## src/rtl/pipe_stall_ctrl.sv

```systemverilog
`default_nettype none
// ============================================================================
// Module      : pipe_stall_ctrl
// Description : Hazard and stall controller for a five-stage MIPS pipeline.
//               Compares D-stage source-register demand (Tuse) against the
//               pending results in E and M (Tnew), and tracks the multi-cycle
//               multiply/divide unit with a 4-bit busy counter. Drives the
//               enables and the bubble clear for the stage registers.
// Revision    : 1.0 - initial release
// ----------------------------------------------------------------------------
// Parameters:
//   MULT_CYCLES  busy cycles after a mult/multu start (1..15)
//   DIV_CYCLES   busy cycles after a div/divu start   (1..15)
// Ports:
//   clk                 in   system clock, rising edge
//   reset               in   asynchronous, active-low reset
//   D_rs, D_rt          in   source registers of the D instruction
//   D_tuseRs, D_tuseRt  in   cycles until D needs rs/rt (3 = not used)
//   D_isMdu             in   D instruction is mult/div/mfhi/mflo/mthi/mtlo
//   E_dst, M_dst        in   destination register of E/M (0 = none)
//   E_tnew, M_tnew      in   cycles until the E/M result is available
//   E_mduStart          in   E instruction starts the MDU this cycle
//   E_mduIsDiv          in   qualifies E_mduStart: 1 = div, 0 = mult
//   stall               out  D instruction held this cycle
//   F_en, D_en          out  PC and IF/ID enables
//   E_clr               out  ID/EX synchronous clear (bubble insert)
//   M_en, W_en          out  EX/MEM and MEM/WB enables (always 1)
//   mduBusy             out  MDU busy counter nonzero
//   mduCnt              out  remaining MDU busy cycles
//   stallCnt            out  saturating count of stalled edges
//                            (only with PIPE_STALL_STAT_EN defined)
// Configuration macro:
//   PIPE_STALL_STAT_EN  adds the stallCnt statistics counter and port
// ============================================================================
module pipe_stall_ctrl #(
  parameter int MULT_CYCLES = 5,
  parameter int DIV_CYCLES  = 10
) (
  input  logic        clk,
  input  logic        reset,
  input  logic [4:0]  D_rs,
  input  logic [4:0]  D_rt,
  input  logic [1:0]  D_tuseRs,
  input  logic [1:0]  D_tuseRt,
  input  logic        D_isMdu,
  input  logic [4:0]  E_dst,
  input  logic [4:0]  M_dst,
  input  logic [1:0]  E_tnew,
  input  logic [1:0]  M_tnew,
  input  logic        E_mduStart,
  input  logic        E_mduIsDiv,
  output logic        stall,
  output logic        F_en,
  output logic        D_en,
  output logic        E_clr,
  output logic        M_en,
  output logic        W_en,
  output logic        mduBusy,
  output logic [3:0]  mduCnt
`ifdef PIPE_STALL_STAT_EN
  ,
  output logic [31:0] stallCnt
`endif
);

  // --------------------------------------------------------------------------
  // Elaboration-time range check: the busy counter is only 4 bits wide.
  // --------------------------------------------------------------------------
  if (MULT_CYCLES < 1 || MULT_CYCLES > 15) begin : g_bad_mult_cycles
    $error("pipe_stall_ctrl: MULT_CYCLES must be in 1..15");
  end
  if (DIV_CYCLES < 1 || DIV_CYCLES > 15) begin : g_bad_div_cycles
    $error("pipe_stall_ctrl: DIV_CYCLES must be in 1..15");
  end

  localparam logic [3:0] C_MULT_LOAD = 4'(MULT_CYCLES);
  localparam logic [3:0] C_DIV_LOAD  = 4'(DIV_CYCLES);

  typedef enum logic [0:0] {
    IDLE = 1'b0,
    BUSY = 1'b1
  } mdu_state_e;

  mdu_state_e state_q, state_d;
  logic [3:0] cnt_q, cnt_d;

  logic w_stall_rs;
  logic w_stall_rt;
  logic w_stall_mdu;

  // --------------------------------------------------------------------------
  // Data hazards. $zero is never a real dependency. A Tuse of 3 can never be
  // below a Tnew (max 2), so unused operands fall out of the compare
  // naturally without a separate qualifier.
  // --------------------------------------------------------------------------
  always_comb begin
    w_stall_rs = 1'b0;
    w_stall_rt = 1'b0;
    if (D_rs != 5'd0) begin
      w_stall_rs = ((D_rs == E_dst) && (D_tuseRs < E_tnew)) ||
                   ((D_rs == M_dst) && (D_tuseRs < M_tnew));
    end
    if (D_rt != 5'd0) begin
      w_stall_rt = ((D_rt == E_dst) && (D_tuseRt < E_tnew)) ||
                   ((D_rt == M_dst) && (D_tuseRt < M_tnew));
    end
  end

  // An MDU instruction in D waits while the unit is busy, and also in the
  // cycle the start is still sitting in E (the counter has not loaded yet).
  assign w_stall_mdu = D_isMdu && (mduBusy || E_mduStart);

  assign stall = w_stall_rs | w_stall_rt | w_stall_mdu;
  assign F_en  = ~stall;
  assign D_en  = ~stall;
  assign E_clr = stall;
  assign M_en  = 1'b1;
  assign W_en  = 1'b1;

  // --------------------------------------------------------------------------
  // MDU busy counter FSM. A start always reloads (restart semantics) and has
  // priority over the decrement.
  // --------------------------------------------------------------------------
  always_ff @(posedge clk or negedge reset) begin
    if (!reset) begin
      state_q <= IDLE;
      cnt_q   <= 4'd0;
    end else begin
      state_q <= state_d;
      cnt_q   <= cnt_d;
    end
  end

  always_comb begin
    state_d = state_q;
    cnt_d   = cnt_q;
    if (E_mduStart) begin
      cnt_d   = E_mduIsDiv ? C_DIV_LOAD : C_MULT_LOAD;
      state_d = BUSY;
    end else begin
      case (state_q)
        IDLE: begin
          cnt_d   = 4'd0;
          state_d = IDLE;
        end
        BUSY: begin
          cnt_d   = cnt_q - 4'd1;
          state_d = (cnt_q == 4'd1) ? IDLE : BUSY;
        end
        default: begin
          cnt_d   = 4'd0;
          state_d = IDLE;
        end
      endcase
    end
  end

  assign mduCnt  = cnt_q;
  assign mduBusy = (cnt_q != 4'd0);

`ifdef PIPE_STALL_STAT_EN
  // --------------------------------------------------------------------------
  // Saturating stall statistics counter.
  // --------------------------------------------------------------------------
  logic [31:0] stall_cnt_q, stall_cnt_d;

  always_comb begin
    stall_cnt_d = stall_cnt_q;
    if (stall && (stall_cnt_q != 32'hFFFF_FFFF)) begin
      stall_cnt_d = stall_cnt_q + 32'd1;
    end
  end

  always_ff @(posedge clk or negedge reset) begin
    if (!reset) begin
      stall_cnt_q <= 32'd0;
    end else begin
      stall_cnt_q <= stall_cnt_d;
    end
  end

  assign stallCnt = stall_cnt_q;
`endif

endmodule
`default_nettype wire

```

## config.mk

```make
export PLATFORM = sky130hd
export DESIGN_NAME = pipe_stall_ctrl
export DESIGN_NICKNAME = d
export VERILOG_FILES = /design/src/rtl/pipe_stall_ctrl.sv
export SDC_FILE = /design/constraint.sdc
export NUM_CORES = 1
export LEC_CHECK = 0
export BUFFER_PORTS_ARGS = -buffer_cell sky130_fd_sc_hd__buf_2
export CORE_MARGIN = 1
export CORE_UTILIZATION = 41
export CTS_CLUSTER_DIAMETER = 50
export DETAILED_ROUTE_END_ITERATION = 8
export GPL_ROUTABILITY_DRIVEN = 0
export MAX_ROUTING_LAYER = met4
export PLACE_DENSITY = 0.8
export SETUP_SLACK_MARGIN = 0.02
export SLEW_MARGIN = 25
export SYNTH_ARGS = -nofsm -noshare
export SYNTH_HDL_FRONTEND = slang
export SYNTH_SLANG_ARGS = --single-unit
export TNS_END_PERCENT = 1
```

## constraint.sdc

```tcl
create_clock -name clk -period 1.75 [get_ports clk]
set_input_delay 0.2625 -clock clk [delete_from_list [all_inputs] [get_ports clk]]
set_output_delay 0.2625 -clock clk [all_outputs]
set_load 0.02 [all_outputs]
```

==> impl_results.rst <==
.. list-table::
   :header-rows: 1

   * - Metric
     - Value
   * - Worst-case clock buffer depth
     - 2
   * - Placement-stage cell area
     - 936 sq um
   * - Crit Reg-Reg Startpoint
     - mduCnt[0]
   * - Flip-flop and latch area
     - 125 sq um
   * - Largest clock skew in the final design
     - 3.95 ps
   * - FFs w/ async S/R, synth
     - 100%
   * - Leakage power
     - 0.468 nW
   * - Die width
     - 42.3 um
   * - Peak supply drop
     - 0.508 mV
   * - Total of flip-flops plus latches after synthesis
     - 5
   * - CP startpoint kind
     - input pin
   * - Count of TritonRoute iterations in the first routing pass
     - 4
   * - Peak per-stage delay on the critical path
     - 280 ps
   * - Number of global-route vias before repair
     - 677
   * - Core area
     - 1510 sq um
   * - Total global routing track utilization
     - 22.3%
   * - Simple-gate area share of the yosys netlist
     - 16.3%
   * - Class of the tightest hold or removal check
     - in -> reg
   * - Final Slew Violations
     - 0
   * - Remaining design rule violation count
     - 0
   * - Root Buffer
     - clkbuf_4
   * - Endpoint of the most critical register-to-register path
     - mduCnt[3]
   * - Combinational family with the most area after synthesis
     - XOR/XNOR gates
   * - Sort of element at the end of the critical path
     - output pin
   * - Routed WL per cell
     - 12.8 um
   * - Ratio of cells with drive above 1 in the final layout
     - 50.8%
   * - Site row count
     - 14
   * - Num Clock Sinks
     - 5
   * - Post-CTS setup buffer count
     - 0
   * - H-tree levels
     - 1
   * - Highest fanout seen on the critical path
     - 2
   * - Synthesized netlist cell count
     - 74
   * - R2r setup slk
     - 730 ps
   * - End point of the most critical hold path
     - state_q
   * - Cell Chain, Critical Path
     - buf_6 -> inv_6 -> ha_4 -> a2111oi_4 -> nand4_1 -> o2bb2ai_2 -> and3_4 -> buf_6
   * - Initial Utilization
     - 44.3%
   * - Full die area
     - 1790 sq um
   * - Cell occurring most often along the worst timing path
     - buf_6
   * - Worst hold path cell count
     - 2
   * - Worst-case setup margin in the final layout
     - -37.3 ps
   * - Total negative slack
     - -74.4 ps
   * - Clock transition at the registers of the reported paths
     - 40 ps
   * - Hold slack final
     - 276 ps
   * - Total routed wirelength
     - 1.73 mm
   * - Synthesis warning total
     - 0
   * - Slowest CP cell
     - a2111oi_4
   * - Peak Freq
     - 560 MHz
   * - CP top delay family
     - compound AO/OA/AOI/OAI gates
   * - Wire length of the first global-routing pass
     - 2.84 mm
   * - Reported max-cap violation count
     - 0
   * - CTS tree
     - built
   * - Pwr per Cell Area
     - 575 nW/um^2
   * - Synthesized area divided by synthesized cell count
     - 9.01 sq um
   * - DP Wirelength
     - 1.41 mm
   * - Synth Cell Area
     - 667 sq um
   * - Origin of the worst min-delay path
     - E_mduStart
   * - Arrival time of data at the critical path endpoint
     - 1520 ps
   * - Fin crit share
     - 102%
   * - Post-synth cell types
     - 22
   * - Synth Flop Type
     - dfrtp_1
   * - Fill count
     - 123
   * - Unrepaired setup endpoints after global routing
     - yes
   * - Ant. Diodes
     - 0
   * - Via-to-Cell Ratio
     - 5.13
   * - Status
     - finished with violations
   * - Final setup fails
     - 2
   * - Post-synthesis mux area share
     - 0%
   * - Count of boundary I/O pins
     - 44
   * - Residual antenna-violating net count after detailed routing
     - 0
   * - Finished Cell Area
     - 1070 sq um
   * - Data required, critical path
     - 1490 ps
   * - Port Buffers
     - 41
   * - Fraction of the mapped netlist area in adder cells
     - 11.3%
   * - Worst reg2reg path depth
     - 3
   * - Share of the yosys chip area belonging to registers
     - 18.8%
   * - Min Tclk post-route
     - 1790 ps
   * - Final number of hold-violating endpoints
     - 0
   * - Global-route congestion overflow total
     - 0
   * - Count of flip-flops with a built-in enable after synthesis
     - 0
   * - Cts bufs inserted
     - 3
   * - Xor/xnor cell area share of the yosys netlist
     - 28.9%
   * - Overall die height
     - 42.3 um
   * - Worst slack after detailed placement
     - -131 ps
   * - Via count of the routed design
     - 697
   * - Final Power
     - 0.613 mW
   * - Number of nets in the layout
     - 160
   * - Synthesized-area fraction occupied by ao, oa, aoi and oai cells
     - 16.9%
   * - Crit path buffers/inverters
     - 3
   * - Number of antenna violations at the first check in global routing
     - 0
   * - Area of the multi-input gates
     - 588 sq um
   * - Synth-to-Final Area Change
     - 59.8%
   * - Clk_lat worst skew
     - 240 ps
   * - Pin count of the biggest net entering global routing
     - 6
   * - Starting DRT DRC Count
     - 8
   * - Category of the most critical setup path
     - in -> out
   * - Failing checks
     - setup timing
==> synth_stat cells, types with 2 or more instances <==
| library cell | number | area [sq um] |
|---|---|---|
| xnor2_1 | 13 | 114 |
| xor2_1 | 9 | 78.8 |
| ha_1 | 6 | 75.1 |
| dfrtp_1 | 5 | 125 |
| inv_1 | 5 | 18.8 |
| nand2b_1 | 5 | 31.3 |
| buf_4 | 4 | 30.0 |
| nand4_1 | 4 | 25.0 |
| nand2_1 | 3 | 11.3 |
| o21ai_0 | 3 | 15.0 |
| o21ai_1 | 3 | 15.0 |
| a2111oi_2 | 2 | 30.0 |
| o2bb2ai_1 | 2 | 17.5 |
| or4_1 | 2 | 15.0 |
==> routing by layer <==
layer | up-vias | GRT usage, % | part of all wire [%]
li1 | 346 | - | -
met1 | 319 | 22.5 | 37
met2 | 28 | 40.6 | 54
met3 | 4 | 3.88 | 6.6
met4 | 0 | 11.3 | 2.0
met5 | - | - | 0
==> through the flow <==
step                      util [%]  std cells
after global routing          70.8        136
after floorplan                  -         75
after global placement        62.1        131
final                         70.8        136
after CTS                     70.6        136
after detailed placement      62.1        131
==> worst max-delay path by stage <==
stage,start,to,depth (start not counted)
finish,M_tnew[1],D_en,8
global placement,M_tnew[1],F_en,8
floorplan,mduCnt[0],F_en,6
global route,M_dst[0],F_en,7
detailed placement,M_tnew[1],D_en,8
CTS,M_tnew[1],D_en,8
==> layout make-up <==
cell class / count / area share [%]
repair buffers: 45 / 26.3
inverters: 5 / 2.46
clock buffers: 4 / 2.46
flip-flops and latches: 5 / 11.7
multi-input cells: 61 / 55.2
well taps: 16 / 1.88
==> cell families after synthesis <==
logic type	count (synthesis)
xor gates and xnor gates	22
and+or+nand+nor	19
AOI/OAI and AO/OA	12
buffers and inverters	9
adders and majority gates	6
DFF	5
other	1
==> what timing repair did <==
item / 4_1_cts / 5_1_grt
pin swaps: 5 / 3
endpoints found under the setup margin: 4 / 4
hold buffers: 1 / 0
gates resized for setup: 20 / 1
hold endpoints to repair: 5 / 0
==> report_power, final <==
part | switching (mW) | internal (mW)
Clock | 0.0466 | 0.0862
Sequential | 0.0166 | 0.135
Combinational | 0.171 | 0.158
==> cell usage in the layout, fill, tap and decap left out, types with 3 or more instances in the layout <==
master	n
buf_4	5
clkbuf_4	3
a2111oi_4	3
nand4_1	4
o21ai_1	3
buf_2	33
nand2_1	3
buf_6	6
dfrtp_1	5
xnor2_1	13
inv_1	3
xor2_1	9
ha_4	3
nand2b_1	5
==> worst reg2reg max path, stage by stage, from the launching register on <==
cell	delay, ps
dfrtp_1	410
nor3_1	250
xnor2_1	150
o21ai_1	80
==> sequential cells by signal (all words and copies together), names as in the netlist <==
| register | cells |
|---|---|
| mduCnt | 4 |
| state_q | 1 |
No activity file was read; power rests on OpenSTA's default activity.
